===== config.mk =====
export PLATFORM = sky130hd
export DESIGN_NAME = input_debouncer
export DESIGN_NICKNAME = d
export VERILOG_FILES = /design/src/rtl/input_pkg.sv /design/src/rtl/debounce_bit.sv /design/src/rtl/input_debouncer.sv
export SDC_FILE = /design/constraint.sdc
export NUM_CORES = 1
export LEC_CHECK = 0
export ABC_AREA = 1
export ABC_CLOCK_PERIOD_IN_PS = 3600
export BUFFER_PORTS_ARGS = -buffer_cell sky130_fd_sc_hd__buf_4
export CORE_ASPECT_RATIO = 0.6
export CORE_MARGIN = 2
export CORE_UTILIZATION = 33
export DETAILED_ROUTE_END_ITERATION = 8
export PLACE_DENSITY_LB_ADDON = 0.25
export SLEW_MARGIN = 40
export SYNTH_ARGS = -nofsm -noshare
export SYNTH_HDL_FRONTEND = slang
export SYNTH_HIERARCHICAL = 1
export SYNTH_SLANG_ARGS = --single-unit

===== constraint.sdc =====
create_clock -name clk_clk -period 3.6 [get_ports clk_clk]
set_input_delay 0.9 -clock clk_clk [delete_from_list [all_inputs] [get_ports clk_clk]]
set_output_delay 0.9 -clock clk_clk [all_outputs]
set_load 0.01 [all_outputs]

===== src/rtl/input_pkg.sv =====
// Shared constants for the DE2-115 pushbutton/slider-switch input conditioning.
package input_pkg;

  localparam int DEF_TICK_DIV     = 50000;
  localparam int DEF_STABLE_TICKS = 20;

  localparam int KEY_W = 4;
  localparam int SW_W  = 18;

  localparam logic [KEY_W-1:0] KEY_IDLE = '1;
  localparam logic [SW_W-1:0]  SW_IDLE  = '0;

  // Counter width able to hold 0..n.
  function automatic int cnt_width(input int n);
    return (n < 1) ? 1 : $clog2(n + 1);
  endfunction

endpackage


===== src/rtl/debounce_bit.sv =====
// One input bit: 2-FF synchroniser, tick-based stability counter and debounced level
// with registered rise/fall pulses coincident with the level update.
module debounce_bit
  import input_pkg::*;
#(
  parameter logic RST_LEVEL    = 1'b0,
  parameter int   STABLE_TICKS = DEF_STABLE_TICKS
) (
  input  logic clk,
  input  logic rst_n,
  input  logic tick,
  input  logic raw,
  output logic db,
  output logic rise,
  output logic fall
);

  localparam int            CW       = cnt_width(STABLE_TICKS);
  localparam logic [CW-1:0] CNT_LAST = CW'(STABLE_TICKS - 1);

  logic          sync1_reg;
  logic          sync2_reg;
  logic          db_reg;
  logic          rise_reg;
  logic          fall_reg;
  logic [CW-1:0] cnt_reg;
  logic [CW-1:0] cnt_next;
  logic          accept;

  // Any cycle in which the synchronised pin agrees with the level clears the count.
  always_comb begin
    cnt_next = cnt_reg;
    accept   = 1'b0;
    if (sync2_reg == db_reg) begin
      cnt_next = '0;
    end else if (tick) begin
      if (cnt_reg == CNT_LAST) begin
        accept   = 1'b1;
        cnt_next = '0;
      end else begin
        cnt_next = cnt_reg + CW'(1);
      end
    end
  end

  // Synchroniser resets to the idle level so release does not look like an edge.
  always_ff @(posedge clk or negedge rst_n) begin
    if (!rst_n) begin
      sync1_reg <= RST_LEVEL;
      sync2_reg <= RST_LEVEL;
      db_reg    <= RST_LEVEL;
      cnt_reg   <= '0;
      rise_reg  <= 1'b0;
      fall_reg  <= 1'b0;
    end else begin
      sync1_reg <= raw;
      sync2_reg <= sync1_reg;
      cnt_reg   <= cnt_next;
      if (accept) begin
        db_reg <= sync2_reg;
      end
      rise_reg <= accept & sync2_reg;
      fall_reg <= accept & ~sync2_reg;
    end
  end

  assign db   = db_reg;
  assign rise = rise_reg;
  assign fall = fall_reg;

endmodule


===== src/rtl/input_debouncer.sv =====
// Debounces the raw KEY and SW pins against a shared prescaler tick and provides
// one-cycle press/release/change pulses alongside the debounced levels.
module input_debouncer
  import input_pkg::*;
#(
  parameter int TICK_DIV     = DEF_TICK_DIV,
  parameter int STABLE_TICKS = DEF_STABLE_TICKS,
  parameter int N_KEYS       = KEY_W,
  parameter int N_SW         = SW_W
) (
  input  logic              clk_clk,
  input  logic              reset_reset_n,
  input  logic [N_KEYS-1:0] key_raw_n,
  input  logic [N_SW-1:0]   sw_raw,
  output logic [N_KEYS-1:0] key_db,
  output logic [N_SW-1:0]   sw_db,
  output logic [N_KEYS-1:0] key_press,
  output logic [N_KEYS-1:0] key_release,
  output logic [N_SW-1:0]   sw_changed
);

  localparam int            PW        = $clog2(TICK_DIV);
  localparam logic [PW-1:0] PRESC_TOP = PW'(TICK_DIV - 1);

  logic [PW-1:0]   presc_reg;
  logic            tick;
  logic [N_SW-1:0] sw_rise;
  logic [N_SW-1:0] sw_fall;

  assign tick = (presc_reg == PRESC_TOP);

  always_ff @(posedge clk_clk or negedge reset_reset_n) begin
    if (!reset_reset_n) begin
      presc_reg <= '0;
    end else if (tick) begin
      presc_reg <= '0;
    end else begin
      presc_reg <= presc_reg + PW'(1);
    end
  end

  // Keys are active-low: a falling level is a press.
  generate
    for (genvar gi = 0; gi < N_KEYS; gi++) begin : g_key
      debounce_bit #(
        .RST_LEVEL    (KEY_IDLE[0]),
        .STABLE_TICKS (STABLE_TICKS)
      ) u_key (
        .clk   (clk_clk),
        .rst_n (reset_reset_n),
        .tick  (tick),
        .raw   (key_raw_n[gi]),
        .db    (key_db[gi]),
        .rise  (key_release[gi]),
        .fall  (key_press[gi])
      );
    end

    for (genvar gi = 0; gi < N_SW; gi++) begin : g_sw
      debounce_bit #(
        .RST_LEVEL    (SW_IDLE[0]),
        .STABLE_TICKS (STABLE_TICKS)
      ) u_sw (
        .clk   (clk_clk),
        .rst_n (reset_reset_n),
        .tick  (tick),
        .raw   (sw_raw[gi]),
        .db    (sw_db[gi]),
        .rise  (sw_rise[gi]),
        .fall  (sw_fall[gi])
      );
    end
  endgenerate

  assign sw_changed = sw_rise | sw_fall;

endmodule

======== Word level (Yosys, flattened, before mapping) ========
Cells that the tools add are included.
storage, ports and cells
  bits in registers ....................... 236
  bits of input ports ..................... 24
  word-level logic and storage cells ...... 423
operators by class
  $add $sub $neg .......................... 23
  bitwise logic cells ..................... 67
  reduce and logical (&&, ||, !) cells .... 22
  eq/ne operators ......................... 45
  mux-type cells .......................... 133
operators by type and width
  operator                                       number
  2-to-1 mux 5 bit                               66
  adder 5 x 1 -> 5 bit, second input constant    22
  == test 5 bit, second input constant           22
  2-to-1 mux 1 bit                               66
  bitwise AND 1 bit                              44
  nonzero test 2 bit                             22
  == test 1 bit                                  22
  inverter 1 bit                                 22
  bitwise OR 18 bit                              1
  adder 16 x 1 -> 16 bit, second input constant  1
  == test 16 bit, second input constant          1
  2-to-1 mux 16 bit                              1

======== Longest topological paths before layout ========
Gate-level depths: netlist of the first run.
  word-level depth ........................ 5
  depth in mapped cells ................... 10

======== Cells and area by module ========
The synthesis of the first run kept the hierarchy.
modules (own cells, without submodules)
  module                             area an instance (um^2)  times used  cells each
  debounce_bit (g_sw[0].u_sw ...)    504.2                    18          57
  debounce_bit (g_key[0].u_key ...)  508.0                    4           57
  input_debouncer                    1,002.2                  1           138

======== Least setup slack after synthesis of the first run ========
No wires, ideal clock.
  path type ............................... register -> register
  from .................................... register presc_reg[0]
  to ...................................... register g_key[0].u_key.cnt_reg[1]
  setup slack ............................. 810 ps
  arrival time ............................ 2,675 ps
  setup time .............................. 115 ps
  stages on the path, launching flop included .. 9
  path through ............................ dfrtp_1 -> ha_1 -> nand3_1 -> nor2_1 -> nand2_2 -> inv_2 -> o21ai_0 -> nand2_1 -> inv_1
between the ends
  word-level cells in the longest chain between the ends .. 2
RTL lines
  element                              line                   source
  start, declared                      input_debouncer.sv:25  logic [PW-1:0] presc_reg;
  start signal, assigned               input_debouncer.sv:38  presc_reg <= presc_reg + PW'(1);
  == test 16 bit                       input_debouncer.sv:30  assign tick = (presc_reg == PRESC_TOP);
  via tick                             input_debouncer.sv:26  logic tick;
  nonzero test 2 bit (no source line)  -
  end signal, assigned                 debounce_bit.sv:58     cnt_reg <= cnt_next;
  end, declared                        debounce_bit.sv:26     logic [CW-1:0] cnt_reg;
The timed path passes the listed nets, and every way through them passes these cells.
A chain may end at the register's enable or synchronous reset.

======== Worst setup path after layout of the first run ========
  from .................................... register presc_reg[0]
  to ...................................... register g_sw[9].u_sw.cnt_reg[2]
between the ends
  word-level cells in the longest chain between the ends .. 2
RTL lines
  element                              line
  == test 16 bit                       input_debouncer.sv:30
  via tick                             input_debouncer.sv:26
  nonzero test 2 bit (no source line)  -
  end signal, assigned                 debounce_bit.sv:58
  end, declared                        debounce_bit.sv:26
The timed path passes the listed nets, and every way through them passes these cells.

==> results.ini, run 1 <==
[status]
status = finished clean

[timing]
setup_tns_ps = 0
grt_setup_unrepaired = no
slew_headroom_pct = 51.4
setup_viol = 0
fin_crit_sh_pct = 65.1
worst_pin_slew_ps = 728
fin_ws_ps = 1260
drv_slew = 0
period_needed_ps = 2340
fmax_mhz = 427
skew_ps = 7.89
hold_slack_ps = 343
finalHoldViolations = 0

[placed_design]
port_buffers = 71
routabilityCongestion = 0.776
dp_cells = 1927
dpl.hpwl_um = 15800
dp_slack_ps = 1280

[floorplan]
rows = 54
die_h_um = 152
die_area_um2 = 38300
die_width_um = 251
fp.coreArea_um2 = 36200
io_pins = 72
start_util_pct = 33.4

[synth]
syn_area_per_cell_um2 = 8.70
ys_seq_area_share_pct = 48.9
ys_ff_latch = 236
netlist_instances = 1392
yosysUniqueCellTypes = 26
syn_area_um2 = 12100
syn_nets = 1439
yosysWarnings = 6

[cts]
cts_tree = done
clkLatencyLatePin_ps = 530
cts_setup_buffers = 0
ctsRootBufferMaster = clkbuf_16
clkTransAtPathRegs_ps = 60
cts_resized = 0
cts_inserted_buffers = 25
cts_buffer_depth = 3
ctsHtreeMaxLevel = 1
postCtsHoldBufs = 0
cts.sinks = 236

[route]
routed-via-count = 8574
antenna_left = 0
drc = 0
wl_um = 22300
drt_iter0_drc = 449
drt-pass1-iter-count = 8
routedWlPerCell_um = 11.3
vias_per_cell = 4.35

[global_routing]
grt_pass1_vias = 8114
grt_max_degree = 87
antenna_found_initial = 0
track_usage_pct = 12.1
grt_pass1_wl_um = 39400
gr-total-overflow = 0

[layout]
drive_gt1_share_pct = 28.9
fill_cells = 3594
area_growth_pct = 15.6
fin_nets = 1525
antenna_cells = 0
layoutNonFillerInstCount = 1973
largest_register_ffs = 90

[setup_path]
cp_max_fo = 60
start_kind = flop
cp-end-kind = flop
crit_type = flop to flop
crit_arrival_ps = 2810
crit_required_ps = 4070

[run]
drv_cap = 0

[hold_path]
min_path_type = flop to flop

[pwr]
ir_drop_mv = 0.343
p_leak_nw = 6.98
p_per_area_nw_per_um2 = 400

## power breakdown
| group | internal, mW | switching (mW) |
|---|---|---|
| sequential | 2.68 | 0.0150 |
| clock | 1.69 | 1.05 |
| combinational | 0.0488 | 0.109 |
## worst max-delay path, cell delays in order (launching register included)
cell,delay (ps)
dfrtp_1,400
ha_1,220
nand3_1,150
nor2_1,160
nand2_2,140
inv_4,410
buf_12,350
nand2_1,110
nor2_2,150
nand2_1,80
nand2_1,60
## per-stage QoR
step	power [mW]	utilization, %	area, um2
2_1_floorplan	2.80	-	12100
3_3_place_gp	2.91	36.2	13100
3_5_place_dp	2.91	36.2	13100
4_1_cts	5.72	38.6	14000
5_1_grt	5.85	38.6	14000
6_report	5.59	38.6	14000
## worst paths after layout
kind | startpoint | to | slack (ps) | cells after the start
worst max-delay path | presc_reg[0] | g_sw[9].u_sw/cnt_reg[2] | 1260 | 10
worst min-delay path | g_sw[11].u_sw/sync1_reg | g_sw[11].u_sw/sync2_reg | 340 | 0
worst max register to register | presc_reg[0] | g_sw[9].u_sw/cnt_reg[2] | 1260 | 10
worst min register to register | g_sw[11].u_sw/sync1_reg | g_sw[11].u_sw/sync2_reg | 340 | 0
max in group asynchronous | reset_reset_n | g_key[1].u_key/cnt_reg[3] | 2410 | 2
min in group asynchronous | reset_reset_n | g_sw[6].u_sw/cnt_reg[4] | 360 | 1
## placed cells by master, fill, tap and decap left out, drive strengths merged
cell,Yosys,layout
a21oi,23,23
a31oi,1,1
buf,22,81
bufinv,0,4
clkbuf,0,35
clkinv,23,29
dfrtp,224,224
dfstp,12,12
ha,23,23
inv,173,174
nand2,561,561
nand3,52,52
nand4,68,68
nor2,116,116
nor3,1,1
o21ai,46,46
o21bai,2,2
or2,18,18
xor2,27,27
## Yosys cell counts
cell type | count | share of area [%]
clkinv_4 | 22 | 1.6
a21oi_2 | 22 | 1.6
nand3_2 | 1 | 0.083
o21ai_2 | 24 | 1.7
dfrtp_1 | 224 | 46
nor2_4 | 22 | 2.0
a21oi_1 | 1 | 0.041
o21ai_0 | 22 | 0.91
nor2_2 | 26 | 1.3
xor2_1 | 27 | 2.0
a31oi_1 | 1 | 0.052
inv_2 | 25 | 0.77
nand4_1 | 68 | 3.5
nand2_2 | 115 | 5.9
buf_6 | 22 | 2.0
nor3_1 | 1 | 0.041
o21bai_1 | 2 | 0.12
nor2_1 | 68 | 2.1
nand2_4 | 22 | 2.0
inv_1 | 148 | 4.6
ha_1 | 23 | 2.4
nand3_1 | 51 | 2.1
or2_2 | 18 | 0.93
nand2_1 | 424 | 13
clkinv_1 | 1 | 0.031
dfstp_2 | 12 | 2.6
## layout make-up
type / count / area, um2 / area share (%)
clock buffer: 35 / 723 / 5.17
clock inverter: 11 / 159 / 1.14
inverter: 196 / 848 / 6.06
multi-input combinational: 938 / 5100 / 36.4
sequential: 236 / 5920 / 42.3
tap: 476 / 596 / 4.26
timing repair buffer: 81 / 653 / 4.67
## metal layers
layer / track usage [%] / routed length [um] / vias up
met1: 18.4 / 11800 / 3948
li1: - / - / 4500
met4: 2.21 / 331 / 0
met3: 2.68 / 861 / 32
met2: 17.7 / 9320 / 94
met5: 0 / 0 / -
## cell families after synthesis
family / after synthesis / share of synthesized area [%]
xor gates and xnor gates: 27 / 1.95
adders and majority gates: 23 / 2.38
DFF: 236 / 48.9
and+or+nand+nor: 816 / 33.3
buffers and inverters: 218 / 9.03
AOI/OAI and AO/OA: 72 / 4.45
Power figures use the tool's default switching activity.
==> inputs of run 2 (changes only) <==
ABC_AREA = 0   (was 1)
ABC_CLOCK_PERIOD_IN_PS = 2200   (was 3600)
clock period = 2.2 ns   (was 3.6 ns; I/O delays follow)
==> run 2 against run 1 <==
  * Setup slack lost 1200 ps
  * Sequential share of layout area grew 3.6 points
  * Total power grew 60%
  * Critical path depth shrank 3
  * Combinational power grew 22%
  * Register-to-register slack lost 1200 ps
  * Via count shrank 22%
  * Maximum frequency grew 12%
  * Clock power grew 58%
  * Flip-flop and latch count is the same
  * Critical path type unchanged
  * Critical endpoint is now g_sw[10].u_sw/db
  * Highest routed layer unchanged
==> results.ini, run 2 <==
[synth]
synth_common_cells = dfrtp_1, a21oi_1, nor2_1
syn_area_per_cell_um2 = 12.5  ; +43%
yosysUniqueCellTypes = 34  ; +31%
netlist_instances = 857  ; -38%
yosysTopAreaCellShare_pct = 52.4  ; +6.1 points
synth_compound_area_share_pct = 5.15  ; +0.70 points
synth.mux.area_fraction_pct = 5.29  ; +5.3 points
ys_ff_latch = 236  ; unchanged
synth-simple-area-share_pct = 26.7  ; -6.6 points
syn_nets = 904  ; -37%
syn_area_um2 = 10700  ; -12%
ys_seq_area_share_pct = 55.4  ; +6.5 points
synth_top_cell_by_area = dfrtp_1
ys_async_sr_fraction_pct = 100  ; unchanged
synth_top_family_by_area = simple AND/OR/NAND/NOR gates
synth-edff-count = 0  ; unchanged
yosys-top-cells-area = dfrtp_1, nor4bb_4, mux2_4
yosysMostFrequentCell = dfrtp_1
ys.flop_type = dfrtp_1
synth_xor_area_share_pct = 4.67  ; +2.7 points
synth_fa_ha_area_share_pct = 2.69  ; +0.32 points
yosysWarnings = 6  ; unchanged

[global_routing]
gr-total-overflow = 0  ; unchanged
grt_pass1_vias = 6677  ; -18%
antenna_found_initial = 0  ; unchanged
grt_pass1_wl_um = 33100  ; -16%
track_usage_pct = 11.6  ; -0.54 points
grt_max_degree = 61  ; -30%

[cts]
cts_inserted_buffers = 25  ; unchanged
clkTransAtPathRegs_ps = 60  ; about the same
ctsRootBufferMaster = clkbuf_16
ctsHtreeMaxLevel = 1  ; unchanged
cts_buffer_depth = 3  ; unchanged
clkLatencyLatePin_ps = 530  ; about the same
cts_tree = done
cts.sinks = 236  ; unchanged

[setup_path]
cp_max_fo = 30  ; -50%
crit_required_ps = 2610  ; -1460 ps
crit_end = g_sw[10].u_sw/db
r2r_slack_ps = 100  ; -1150 ps
start_kind = flop
r2r_end = g_sw[10].u_sw/db
crit_type = flop to flop
cp-end-kind = flop
rr_worst_depth = 7  ; -3
startpoint = presc_reg[1]
r2r-start = presc_reg[1]
crit_arrival_ps = 2510  ; -300 ps

[layout]
layout.cells.most_common_list = dfrtp_1, buf_4, a21oi_1
fin_nets = 1020  ; -33%
fill_cells = 2938  ; -18%
layout_commonest_cell = dfrtp_1
drive_gt1_share_pct = 23.2  ; -5.7 points
area_growth_pct = 20.7
largest_register_ffs = 90  ; unchanged
antenna_cells = 0  ; unchanged

[timing]
hold_slack_ps = 124  ; -219 ps
grt_setup_unrepaired = no
setup_viol = 0  ; unchanged
slew_headroom_pct = 64.9  ; +13 points
worst_pin_slew_ps = 523  ; -206 ps
skew_ps = 14.8  ; +6.94 ps
drv_slew = 0  ; unchanged
finalHoldViolations = 0  ; unchanged
fmax_mhz = 477  ; +12%
fin_crit_sh_pct = 95.2  ; +30 points
fin_ws_ps = 105  ; -1150 ps
period_needed_ps = 2100  ; -247 ps
setup_tns_ps = 0  ; unchanged

[floorplan]
start_util_pct = 33.9  ; +0.47 points
fp.coreArea_um2 = 31500  ; -13%
die_area_um2 = 33900  ; -11%
io_pins = 72  ; unchanged
rows = 50  ; -7.4%
die_h_um = 143  ; -5.9%
die_width_um = 236  ; -5.9%

[route]
drt-pass1-iter-count = 4  ; -4
drt_iter0_drc = 398  ; -11%
routedWlPerCell_um = 13.9  ; +23%
vias_per_cell = 4.74  ; +9.1%
wl_um = 19500  ; -13%
antenna_left = 0  ; unchanged
routed-via-count = 6677  ; -22%
drc = 0  ; unchanged

[status]
status = finished clean

[pwr]
p_total_mw = 8.94  ; +60%
p_leak_nw = 5.70  ; -18%
ir_drop_mv = 0.474  ; +38%
p_per_area_nw_per_um2 = 693  ; +73%

[run]
drv_cap = 0  ; unchanged

[hold_path]
min_path_type = input port to flop

[placed_design]
port_buffers = 71  ; unchanged
dp_slack_ps = 67.7  ; -1210 ps
routabilityCongestion = 0.755  ; -2.8%
dpl.hpwl_um = 12100  ; -23%

[run 2: cell count changes after synthesis, moves of 25 or more]
cell     before  now
and2b_1       0   45
nand2_1     424   47
nor2_2       26    0
nor3b_1       0   44
a21oi_1       1   66
nand2_2     115   22
inv_1       148    1
nand4_1      68   26
xnor2_1       0   28
inv_2        25    0
nand3_1      51    5
[run 2: final cells by class]
type | instances | area [um2] | share of cell area [%]
multi-input combinational | 619 | 4760 | 36.9
clock buffer | 41 | 766 | 5.93
sequential | 236 | 5920 | 45.9
inverter | 1 | 3.75 | 0.0291
timing repair buffer | 90 | 853 | 6.61
clock inverter | 5 | 82.6 | 0.640
tap | 416 | 520 | 4.03
[run 2: worst max-delay path: stages (launching register included)]
cell and delay [ps]:
dfrtp_1 380, ha_1 210, and3_1 240, and4_4 360, buf_4 160, clkbuf_16 220
nand2_2 100, mux2_4 300
[run 2: worst min path at each step]
stage | startpoint | slack, ps | cells past startpoint | end
floorplan | reset_reset_n | 250 | 0 | g_key[0].u_key/cnt_reg[0]
global placement | g_sw[12].u_sw/sync1_reg | 330 | 0 | g_sw[12].u_sw/sync2_reg
detailed placement | g_sw[15].u_sw/sync1_reg | 330 | 0 | g_sw[15].u_sw/sync2_reg
CTS | key_raw_n[2] | 90 | 1 | g_key[2].u_key/sync1_reg
global route | sw_raw[0] | 90 | 1 | g_sw[0].u_sw/sync1_reg
finish | key_raw_n[3] | 120 | 1 | g_key[3].u_key/sync1_reg
[run 2: what timing repair did]
action	CTS	global route
endpoints found under the hold margin	50	0
buffers inserted	0	4
gates resized for setup	0	2
hold buffers	1	0
setup endpoints to repair	0	15
[run 2: power breakdown]
group | internal [mW] | switching [mW]
Sequential | 4.39 | 0.0305
Combinational | 0.0661 | 0.126
Clock | 2.61 | 1.72
Total | 7.06 | 1.88
[run 2: kinds of logic (layout without fill, tap and decap cells)]
group	Yosys count	in the layout
and+or+nand+nor	384	384
DFF	236	236
AOI/OAI and AO/OA	110	110
xor gates and xnor gates	57	57
muxes	45	45
adders and majority gates	23	23
buffers and inverters	2	137
[run 2: stage by stage]
stage | util, % | cells | cell area [um2]
floorplan | - | 857 | 10700
global placement | 37.8 | 1354 | 11900
detailed placement | 37.8 | 1354 | 11900
CTS | 40.6 | 1401 | 12800
global route | 40.9 | 1408 | 12900
finish | 40.9 | 1408 | 12900
[run 2: metal layers]
layer,vias up,wire length [um],track usage (%)
li1,3305,-,-
met1,3262,10200,17.1
met2,78,8130,17.0
met3,32,785,2.77
met4,0,415,2.80
met5,-,0,0
==> inputs of run 3 (changes only) <==
GPL_TIMING_DRIVEN = 0   (was not set)
==> run 3 against run 2 <==
  * Largest power group unchanged
  * Non-clock buffer count shrank 6
  * Total power shrank 1.3%
  * Clock power shrank 3%
  * Count of clock-buffer cells in the layout shrank 2
  * Final area shrank 0.19%
  * Cell count shrank 0.50%
==> results.ini, run 3 (synthesis gave the netlist of run 2 again) <==
[status]
status = finished clean

[pwr]
p_total_mw = 8.82  ; -1.3%
p_leak_nw = 5.67  ; -0.53%
p_per_area_nw_per_um2 = 685  ; -1.1%
intPower_mw = 6.93  ; -1.9%
swShare_pct = 21.5  ; +0.50 points
switchingPower_mw = 1.90  ; +1.1%
p_seq_share_pct = 50.1  ; +0.7 points
comb_power_share_pct = 2.1  ; about the same
ir_drop_mv = 0.489  ; +3.1%
clockPowerShare_pct = 47.8  ; -0.6 points

[timing]
hold_slack_ps = 116  ; -8.53 ps
worst_pin_slew_ps = 527  ; +4.76 ps
grt_setup_unrepaired = no
fin_crit_sh_pct = 94.1  ; -1.2 points
period_needed_ps = 2070  ; -26.1 ps
finalHoldViolations = 0  ; unchanged
skew_ps = 23.2  ; +8.36 ps
drv_slew = 0  ; unchanged
fmax_mhz = 483  ; +1.3%
slew_headroom_pct = 64.6  ; -0.32 points
setup_viol = 0  ; unchanged

[hold_path]
min_path_type = input port to flop
whs_path_depth = 1  ; unchanged

[route]
wl_um = 20300  ; +4.1%
drt_iter0_drc = 412  ; +3.5%
antenna_left = 0  ; unchanged
routed-via-count = 6686  ; +0.13%
drt-pass1-iter-count = 4  ; unchanged
vias_per_cell = 4.77  ; +0.64%
routedWlPerCell_um = 14.5  ; +4.6%
drc = 0  ; unchanged

[setup_path]
cp_max_fo = 23  ; -23%
path_delay_family = simple AND/OR/NAND/NOR gates
start_kind = flop
worst-path-buf-inv = 2  ; unchanged
crit_type = flop to flop
cp-end-kind = flop
cp_num_cells = 8  ; +1
crit_arrival_ps = 2510  ; about the same
crit_required_ps = 2640  ; +30 ps
worstPathCellList = ha_2 > and3_4 > and4_4 > buf_12 > buf_16 > nand2_1 > or3_1 > a21oi_1
critical-path-max-stage-delay_ps = 390  ; about the same
critPathSlowestCell = dfrtp_1
rr_worst_depth = 8  ; +1

[placed_design]
routabilityCongestion = 0.729  ; -3.4%
port_buffers = 71  ; unchanged
dp_cells = 1348  ; -0.44%
dpl.hpwl_um = 11800  ; -2.6%
place_area_um2 = 11900  ; -0.50%

[layout]
layout_commonest_cell = dfrtp_1
layoutNonFillerInstCount = 1401  ; -0.50%
layout.cells.most_common_list = dfrtp_1, buf_4, a21oi_1
fill_cells = 2992  ; +1.8%
design_area_um2 = 12900  ; -0.19%
largest_register_ffs = 90  ; unchanged
drive_gt1_share_pct = 23.2  ; +0.063 points
antenna_cells = 0  ; unchanged
area_growth_pct = 20.5
fin_nets = 1014  ; -0.59%

[floorplan]
die_area_um2 = 33900  ; unchanged
rows = 50  ; unchanged
io_pins = 72  ; unchanged
fp.coreArea_um2 = 31500  ; unchanged
die_width_um = 236  ; unchanged
die_h_um = 143  ; unchanged
start_util_pct = 33.9  ; unchanged

[cts]
ctsHtreeMaxLevel = 1  ; unchanged
cts_buffer_depth = 3  ; unchanged
cts_tree = done
cts.sinks = 236  ; unchanged
clkTransAtPathRegs_ps = 60  ; about the same
clkLatencyLatePin_ps = 540  ; about the same
cts_inserted_buffers = 25  ; unchanged
ctsRootBufferMaster = clkbuf_16

[global_routing]
gr-total-overflow = 0  ; unchanged
grt_pass1_wl_um = 34700  ; +4.9%
grt_pass1_vias = 6628  ; -0.73%
grt_max_degree = 71  ; +16%
track_usage_pct = 12.4  ; +0.81 points
antenna_found_initial = 0  ; unchanged

[run]
drv_cap = 0  ; unchanged

[run 3: cell types whose count changed in the layout (fill, tap and decap cells not counted), sizes merged]
cell	change
bufbuf	+2
inv	-1
bufinv	-1
clkinv	+3
buf	-5
clkbuf	-5
[run 3: cell type report]
class / count / area [um2] / area share, %
Tap cell: 416 / 520 / 4.04
Clock buffer: 39 / 758 / 5.89
Timing Repair Buffer: 83 / 816 / 6.33
Buffer: 1 / 20.0 / 0.155
Inverter: 1 / 3.75 / 0.0291
Clock inverter: 6 / 58.8 / 0.457
Sequential cell: 236 / 5920 / 46.0
Multi-Input combinational cell: 619 / 4780 / 37.1
[run 3: worst reg2reg max path, delay by kind of cell, from the launching register on]
kind / cells / cell delay (ps)
simple gates: 4 / 880
fa+ha+maj: 1 / 220
compound gates: 1 / 140
buf+inv: 2 / 340
flops: 1 / 390
[run 3: metrics by stage]
step | util (%) | setup TNS [ps] | setup slack (ps)
finish | 40.9 | 0 | 131
detailed placement | 37.6 | -27360 | -437
global placement | 37.3 | -381880 | -1470
CTS | 40.8 | -855 | -52.4
global route | 40.9 | 0 | 11.8
floorplan | - | 0 | 5.94
[run 3: routing by layer]
metal	GRT usage, %	part of all wire, %
met5	0	0
met3	2.94	3.6
met1	18.4	53
met2	18.2	42
met4	2.83	2.1
[run 3: final timing paths]
path                                              from                       end  slack, ps
worst max-delay path                      presc_reg[1]   g_sw[8].u_sw/cnt_reg[2]        130
worst min-delay path                         sw_raw[0]    g_sw[0].u_sw/sync1_reg        120
worst max register to register            presc_reg[1]   g_sw[8].u_sw/cnt_reg[2]        130
worst min register to register  g_sw[3].u_sw/sync1_reg    g_sw[3].u_sw/sync2_reg        350
max in group asynchronous                reset_reset_n  g_key[3].u_key/sync2_reg        630
min in group asynchronous                reset_reset_n   g_sw[7].u_sw/cnt_reg[2]        530
[run 3: power by group through the flow]
stage / Sequential, mW / Clock [mW] / Combinational [mW]
2_1_floorplan: 4.49 / 0 / 0.0395
3_3_place_gp: 4.50 / 0 / 0.178
3_5_place_dp: 4.50 / 0 / 0.198
4_1_cts: 4.42 / 4.42 / 0.200
5_1_grt: 4.42 / 4.59 / 0.218
6_report: 4.42 / 4.22 / 0.187
[run 3: timing repair]
| action | 4_1_cts | 5_1_grt |
|---|---|---|
| gates resized for setup | 5 | 5 |
| pin swaps | 0 | 0 |
| endpoints found under the hold margin | 46 | 0 |
| setup buffers | 1 | 2 |
| setup endpoints to repair | 113 | 93 |
| gates cloned | 4 | 0 |
| hold buffers | 1 | 0 |
